==> src/rtl/uart_alu_sequencer.sv <==
// Sequences a three-byte UART command frame (A, B, opcode) into the ALU operand
// registers, captures the ALU result and issues one UART TX request per frame.
module uart_alu_sequencer #(
  parameter int N_DATA         = 8,
  parameter int PARITY_CHECK   = 0,
  parameter int NB_OPERATION   = 6,
  parameter int TIMEOUT_CYCLES = 1000000,
  parameter int NB_DROP        = 8
) (
  input  logic                           i_clk,
  input  logic                           i_rst,
  input  logic [N_DATA+PARITY_CHECK-1:0] i_rx_data,
  input  logic                           i_rx_done,
  input  logic                           i_tx_done,
  input  logic [N_DATA-1:0]              i_alu_data,
  output logic [N_DATA-1:0]              o_alu_data_a,
  output logic [N_DATA-1:0]              o_alu_data_b,
  output logic [NB_OPERATION-1:0]        o_alu_data_op,
  output logic [N_DATA-1:0]              o_tx_data,
  output logic                           o_tx_start,
  output logic                           o_busy,
  output logic                           o_timeout,
  output logic                           o_parity_err,
  output logic [NB_DROP-1:0]             o_drop_count
);

  localparam int TW = $clog2(TIMEOUT_CYCLES) + 1;

  typedef enum logic [2:0] {
    WAIT_A, WAIT_B, WAIT_OP, EXEC, TX_START, TX_WAIT
  } state_t;

  state_t            r_state;
  state_t            w_next;
  logic [TW-1:0]     r_tcnt;
  logic [N_DATA-1:0] w_data;
  logic              w_parity_ok;
  logic              w_wait_state;
  logic              w_accept;
  logic              w_perr;
  logic              w_expire;

  assign w_data = i_rx_data[N_DATA-1:0];

  // Even parity over the whole word, parity bit included.
  generate
    if (PARITY_CHECK != 0) begin : g_parity
      assign w_parity_ok = ~^i_rx_data;
    end else begin : g_no_parity
      assign w_parity_ok = 1'b1;
    end
  endgenerate

  assign w_wait_state = (r_state == WAIT_A) || (r_state == WAIT_B) || (r_state == WAIT_OP);
  assign w_accept     = i_rx_done && w_wait_state && w_parity_ok;
  assign w_perr       = i_rx_done && w_wait_state && !w_parity_ok;
  assign w_expire     = ((r_state == WAIT_B) || (r_state == WAIT_OP)) && !i_rx_done &&
                        (r_tcnt == TW'(TIMEOUT_CYCLES - 1));

  always_ff @(posedge i_clk) begin
    if (!i_rst) r_state <= WAIT_A;
    else        r_state <= w_next;
  end

  always_comb begin
    w_next = r_state;
    case (r_state)
      WAIT_A:   if (w_accept) w_next = WAIT_B;
      WAIT_B:   if (w_accept) w_next = WAIT_OP;
                else if (w_perr || w_expire) w_next = WAIT_A;
      WAIT_OP:  if (w_accept) w_next = EXEC;
                else if (w_perr || w_expire) w_next = WAIT_A;
      EXEC:     w_next = TX_START;
      TX_START: w_next = TX_WAIT;
      TX_WAIT:  if (i_tx_done) w_next = WAIT_A;
      default:  w_next = WAIT_A;
    endcase
  end

  always_comb begin
    o_busy     = (r_state == EXEC) || (r_state == TX_START) || (r_state == TX_WAIT);
    o_tx_start = (r_state == TX_START);
  end

  // Operand capture, result capture, event pulses and drop accounting.
  always_ff @(posedge i_clk) begin
    if (!i_rst) begin
      o_alu_data_a  <= '0;
      o_alu_data_b  <= '0;
      o_alu_data_op <= '0;
      o_tx_data     <= '0;
      o_timeout     <= 1'b0;
      o_parity_err  <= 1'b0;
      o_drop_count  <= '0;
      r_tcnt        <= '0;
    end else begin
      o_timeout    <= w_expire;
      o_parity_err <= w_perr;
      if (w_accept) begin
        case (r_state)
          WAIT_A:  o_alu_data_a  <= w_data;
          WAIT_B:  o_alu_data_b  <= w_data;
          WAIT_OP: o_alu_data_op <= w_data[NB_OPERATION-1:0];
          default: ;
        endcase
      end
      if (r_state == EXEC) o_tx_data <= i_alu_data;
      if (i_rx_done && !w_wait_state && (o_drop_count != '1))
        o_drop_count <= o_drop_count + 1'b1;
      if (w_accept || (w_next == WAIT_A))
        r_tcnt <= '0;
      else if ((r_state == WAIT_B) || (r_state == WAIT_OP))
        r_tcnt <= r_tcnt + 1'b1;
    end
  end

endmodule

==> config.mk <==
export PLATFORM = sky130hd
export DESIGN_NAME = uart_alu_sequencer
export DESIGN_NICKNAME = d
export VERILOG_FILES = /design/src/rtl/uart_alu_sequencer.sv
export SDC_FILE = /design/constraint.sdc
export NUM_CORES = 1
export LEC_CHECK = 0
export ABC_AREA = 1
export CAP_MARGIN = 20
export CORE_MARGIN = 2
export CORE_UTILIZATION = 45
export DETAILED_ROUTE_END_ITERATION = 16
export PLACE_DENSITY_LB_ADDON = 0.08
export SETUP_SLACK_MARGIN = 0.05
export SYNTH_ARGS = -nofsm -noshare
export SYNTH_HDL_FRONTEND = slang
export SYNTH_SLANG_ARGS = --single-unit
export TNS_END_PERCENT = 20
==> constraint.sdc <==
create_clock -name i_clk -period 1.6 [get_ports i_clk]
set_clock_uncertainty 0.1 [all_clocks]
set_input_delay 0.32 -clock i_clk [delete_from_list [all_inputs] [get_ports i_clk]]
set_output_delay 0.32 -clock i_clk [all_outputs]
set_load 0.03 [all_outputs]
==> out/qor.yml, run 1 <==
synthesis:
  synth_most_common_cell: "nor2_1"
  synth_seq_cells: 63
  ys.flop_type: "dfxtp_1"
  synth_top_area_share: 0.461
  syn_inst: 366
  synthArstFlopShare: 0
  synthDistinctLibCells: 28
  ys_seq_area_frac: 0.461
  synth_warnings: 0
  synth_compound_area_frac: 0.108
  synth_top_area_cell: "dfxtp_1"
  ys_top_cells_by_count: "78 x nor2_1, 63 x dfxtp_1, 47 x nand2_1"
  yosys.area_share.adder: 0.00915
  synth_fp_nets: 388
  synth_edf_count: 0
  avgSynthCellArea_um2: 7.47
  netlist_area_um2: 2730
  synth.area.mux_share: 0
  synthXorXnorAreaFrac: 0.0609
  synth_top_family_by_area: "simple AND/OR/NAND/NOR gates"
  synth_area_leaders: "dfxtp_1 46%, nor2_1 11%, o21ai_0 6.6%, nand2_1 6.5%, nor2_2 5.7%"
  synthSimpleGateAreaFrac: 0.285
timing:
  timing.hold.ws_ps: 342
  finalCritPeriodShare: 1.15
  setup_slack_ps: -237
  tns_ps: -4820
  finalHoldViolCount: 0
  slew_viol_final: 0
  setup_violations: 23
  timing.fmax_ghz: 0.544
  rsz0062_at_grt: "true"
  min_period_ps: 1840
floorplan:
  die_h_um: 81.9
  start_util: 0.464
  placementRows: 28
  coreArea_um2: 5890
  die_x_um: 81.9
  design.die.area_um2: 6710
  io_pins: 62
power_and_ir_drop:
  p_switching_uw: 962
  internal_power_uw: 2600
  leakagePower_uw: 0.00195
  powerDensity_nw_per_um2: 830
  sequentialPowerShare: 0.462
  clkPwrFrac: 0.387
  p_sw_frac: 0.270
  ir_worst_vdd_mv: 0.614
  p_comb_frac: 0.151
  fin_total_pwr_uw: 3560
placed_design:
  dp_hpwl_mm: 4.73
  place_area_um2: 3930
  io_buffers: 60
  gp_congestion: 0.803
  pre_cts_ws_ps: -410
final_layout:
  syn_to_final_growth_pct: 56.9
  final_area_um2: 4290
  fin_nets: 520
  n_antenna_cell: 0
  drive_above_1_share: 0.330
global_route:
  antenna_found_initial: 0
  grt_pass1_wl_mm: 11.3
  grt_max_degree: 31
  grt_pass1_vias: 2543
  overflow: 0
  grt_usage: 0.219
worst_setup_path:
  worst-endpoint-required_ps: 1730
  cp_max_fo: 8
  cpMaxStageDelayCell: "dfxtp_2"
  critPathLaunch: "r_state[1]"
  critPathLaunchType: "register"
  cp_top_family: "simple AND/OR/NAND/NOR gates"
  path_cells: "buf_4, inv_2, nand3_2, nand2_4, inv_2, nor2_2, nand2_2, nand2_2, nand2_2, a21oi_2, nand2_2, nand2_4, clkbuf_16, nor2_2"
  timing_worst_setup_path_type: "reg2reg"
  crit_arrival_ps: 1970
  worst_path_largest_cell_delay_ps: 330
  crit_buf_inv: 4
  crit_top_cell: "nand2_2"
  r2r_start: "r_state[1]"
  endpoint_kind: "register"
clock_tree:
  hold_buffers: 0
  worst_skew_pair.late_latency_ps: 330
  clkTransAtPathRegs_ps: 70
  cts_buffer_depth: 2
  htreeDepth: 3
  cts_sinks: 63
  cts_tree: "yes"
  cts-root-buf: "clkbuf_8"
  cts_buffers: 9
min_path:
  hp-class: "reg2reg"
  hold_path_startpoint: "o_alu_data_a[1]"
run_status:
  violations: "setup timing"
  outcome: "finished with violations"
drt:
  vias: 2702
  drc_errors: 0
  post_drt_wl_per_cell_um: 11.8
  ant_nets: 0
  dr.pass1.iters: 4
  wl_mm: 6.80
  dr.first_iter.drc_count: 94
  vias_per_cell: 4.67
job:
  cap_viol_max_count: 0
-- per-layer routing --
layer	global-route usage	wire length (um)
met4	0.0833	90
met2	0.355	3200
met5	0	0
met1	0.270	3150
met3	0.0725	360
-- tightest hold or removal path, stage by stage (launching register included) --
cell	delay, ps
dfxtp_1	310
inv_1	50
a21oi_1	50
-- registers in the layout, summed over array words and instances (netlist names) --
| register | flops |
|---|---|
| r_tcnt | 21 |
| o_tx_data | 8 |
| o_drop_count | 8 |
| o_alu_data_b | 8 |
| o_alu_data_op | 6 |
| o_timeout | 1 |
| r_state | 3 |
| o_alu_data_a | 8 |
-- worst paths after layout --
path / slack, ps / endpoint / cells after the start
hold / removal: 340 / o_alu_data_a[1] / 2
setup / recovery: -240 / r_tcnt[18] / 14
hold reg to reg: 340 / o_alu_data_a[1] / 2
setup reg to reg: -240 / r_tcnt[18] / 14
-- cell type report --
type,instances,area (um^2)
Clock buffer,10,138
Fill cell,484,1600
Timing Repair Buffer,129,1120
Multi-Input combinational cell,254,1440
Tap cell,75,93.8
Inverter,41,156
Clock inverter,6,60.1
Sequential cell,63,1280
-- per-stage QoR --
step / cells / util
after global routing: 578 / 0.729
after floorplan: 366 / -
after detailed placement: 556 / 0.668
after CTS: 574 / 0.710
final: 578 / 0.729
after global placement: 556 / 0.668
-- cell families (layout without fill, tap and decap cells) --
group | after synthesis | in the layout
adders and majority gates | 2 | 2
buffers and inverters | 49 | 186
AOI/OAI and AO/OA | 57 | 57
DFF | 63 | 63
and+or+nand+nor | 175 | 175
xor gates and xnor gates | 19 | 19
other | 1 | 1
-- placed cells by master (no fill, tap or decap), types with 15 or more instances in the layout --
cell type / synthesis / layout
nor2_1: 78 / 70
buf_4: 1 / 61
dfxtp_1: 63 / 53
nand2_1: 47 / 39
inv_1: 38 / 34
o21ai_0: 36 / 34
dlygate4sd2_1: 0 / 32
nor2_2: 25 / 24
clkdlybuf4s50_1: 0 / 19
xor2_1: 17 / 17
a21oi_1: 16 / 15
-- power by group through the flow --
stage / logic (uW) / clock network [uW] / registers, uW
2_1_floorplan: 174 / 0 / 1770
3_3_place_gp: 511 / 0 / 1680
3_5_place_dp: 516 / 0 / 1680
4_1_cts: 506 / 1410 / 1650
5_1_grt: 580 / 1480 / 1650
6_report: 539 / 1380 / 1650
-- repair_timing --
action / CTS / global route
pin swaps: 9 / 14
hold endpoints to repair: 0 / 0
resized for setup: 71 / 31
endpoints found under the setup margin: 69 / 41
buffers inserted: 2 / 3
cloned: 0 / 1
No activity file was read; power rests on OpenSTA's default activity.
==> run 2: changes to the inputs <==
Settings changed: CORE_UTILIZATION 45 to 56, CTS_BUF_LIST set to sky130_fd_sc_hd__clkbuf_8.
Clock period 1.6 ns to 2.3 ns, I/O delays scaled along.
==> out/qor.yml, run 2 (same netlist as run 1, synthesis figures left out) <==
run_status:
  outcome: "completed"
worst_setup_path:
  cp_max_fo: 10
  crit_arrival_ps: 1500
  worst-endpoint-required_ps: 1740
  cpMaxStageDelayCell: "dfxtp_1"
  timing_worst_setup_path_type: "reg2out"
  critPathLaunchType: "register"
  worst_path_largest_cell_delay_ps: 450
  endpoint_kind: "output port"
  path_cells: "nand2_1, nor2_2, inv_2, o211ai_1, clkbuf_2"
placed_design:
  gp_congestion: 0.818
  place_inst: 493
  io_buffers: 60
  dp_hpwl_mm: 4.16
timing:
  finalHoldViolCount: 0
  rsz0062_at_grt: "false"
  slew_viol_final: 0
  finalCritPeriodShare: 0.894
  tns_ps: 0
  min_period_ps: 2060
  timing.fmax_ghz: 0.486
  setup_violations: 0
clock_tree:
  cts_buffers: 9
  clkTransAtPathRegs_ps: 60
  cts_buffer_depth: 2
  cts_sinks: 63
  htreeDepth: 3
  cts_tree: "yes"
  cts-root-buf: "clkbuf_8"
  worst_skew_pair.late_latency_ps: 330
  postCtsSetupBuffers: 0
drt:
  post_drt_wl_per_cell_um: 11.6
  drc_errors: 0
  dr.first_iter.drc_count: 79
  vias_per_cell: 4.88
  dr.pass1.iters: 4
  wl_mm: 5.93
  vias: 2485
  ant_nets: 0
final_layout:
  largest_reg_flops: 21
  final_core_util: 0.775
  top_register: "r_tcnt"
  final_common_cell: "nor2_1"
  drive_above_1_share: 0.131
  syn_to_final_growth_pct: 33.9
  final_cells: 509
  fin_nets: 459
  n_antenna_cell: 0
  fill_cells: 354
  most-common-layout-cells: "78 x nor2_1, 63 x dfxtp_1, 58 x clkdlybuf4s50_1"
job:
  cap_viol_max_count: 0
global_route:
  antenna_found_initial: 0
  grt_pass1_vias: 2374
  overflow: 0
  grt_max_degree: 22
  grt_pass1_wl_mm: 10.1
  grt_usage: 0.240
power_and_ir_drop:
  ir_worst_vdd_mv: 0.459
  internal_power_uw: 1920
  p_sw_frac: 0.243
  clkPwrFrac: 0.422
  p_comb_frac: 0.124
  leakagePower_uw: 0.00146
  sequentialPowerShare: 0.454
  p_switching_uw: 614
  powerDensity_nw_per_um2: 691
min_path:
  hp-class: "reg2reg"
floorplan:
  coreArea_um2: 4720
  die_h_um: 73.9
  design.die.area_um2: 5460
  placementRows: 25
  io_pins: 62
  die_x_um: 73.9
  start_util: 0.579
## run 2: cell count changes in the layout (fill, tap and decap cells not counted), moves of 5 or more
cell | previous run | this run
dfxtp_1 | 53 | 63
buf_6 | 7 | 0
nor2_4 | 10 | 1
nand2_1 | 39 | 47
nand2_2 | 7 | 2
inv_1 | 34 | 40
buf_4 | 61 | 7
clkdlybuf4s50_1 | 19 | 58
nor2_1 | 70 | 78
dlygate4sd2_1 | 32 | 1
dfxtp_2 | 7 | 0
## run 2: worst max-delay path: cells and delay by family (launching register included)
family,cells,cell delay (ps)
DFF,1,450
buffers and inverters,2,350
AOI/OAI and AO/OA,1,120
and+or+nand+nor,2,240
## run 2: power by group through the flow
stage	Combinational (uW)	Sequential [uW]	Clock, uW
after CTS	315	1150	1090
after floorplan	120	1230	0
after detailed placement	314	1170	0
after global routing	340	1150	1130
final	314	1150	1070
after global placement	311	1170	0
## run 2: final timing paths
| path | startpoint | to | slack (ps) | cells past startpoint |
|---|---|---|---|---|
| min | o_alu_data_a[1] | o_alu_data_a[1] | 340 | 2 |
| max | r_state[0] | o_busy | 240 | 5 |
| max reg2reg | r_tcnt[1] | r_tcnt[14] | 400 | 13 |
| min reg2reg | o_alu_data_a[1] | o_alu_data_a[1] | 340 | 2 |
## run 2: cell type report
type,instances,area [um^2],share of cell area
multi-input combinational,254,1270,0.347
clock inverter,5,72.6,0.0198
tap,67,83.8,0.0229
clock buffer,11,151,0.0414
inverter,41,154,0.0421
timing repair buffer,68,667,0.182
sequential,63,1260,0.345
## run 2: layer usage
layer	global-route usage	vias up	part of all wire
met1	0.287	1118	0.47
li1	-	1289	-
met3	0.0672	13	0.060
met4	0.129	0	0.021
met2	0.389	65	0.45
met5	0	-	0
## run 2: timing repair
item / 4_1_cts / 5_1_grt
gates resized for setup: 2 / 2
hold buffers: 0 / 0
endpoints found under the setup margin: 2 / 1
## run 2: stage by stage
stage | power [uW] | area, um^2 | setup slack [ps] | hold slack [ps]
after floorplan | 1350 | 2730 | 420 | 407
after global placement | 1480 | 3440 | 142 | 330
after detailed placement | 1490 | 3440 | 107 | 337
after CTS | 2550 | 3660 | 52.1 | 347
after global routing | 2620 | 3660 | 138 | 354
final | 2530 | 3660 | 244 | 345
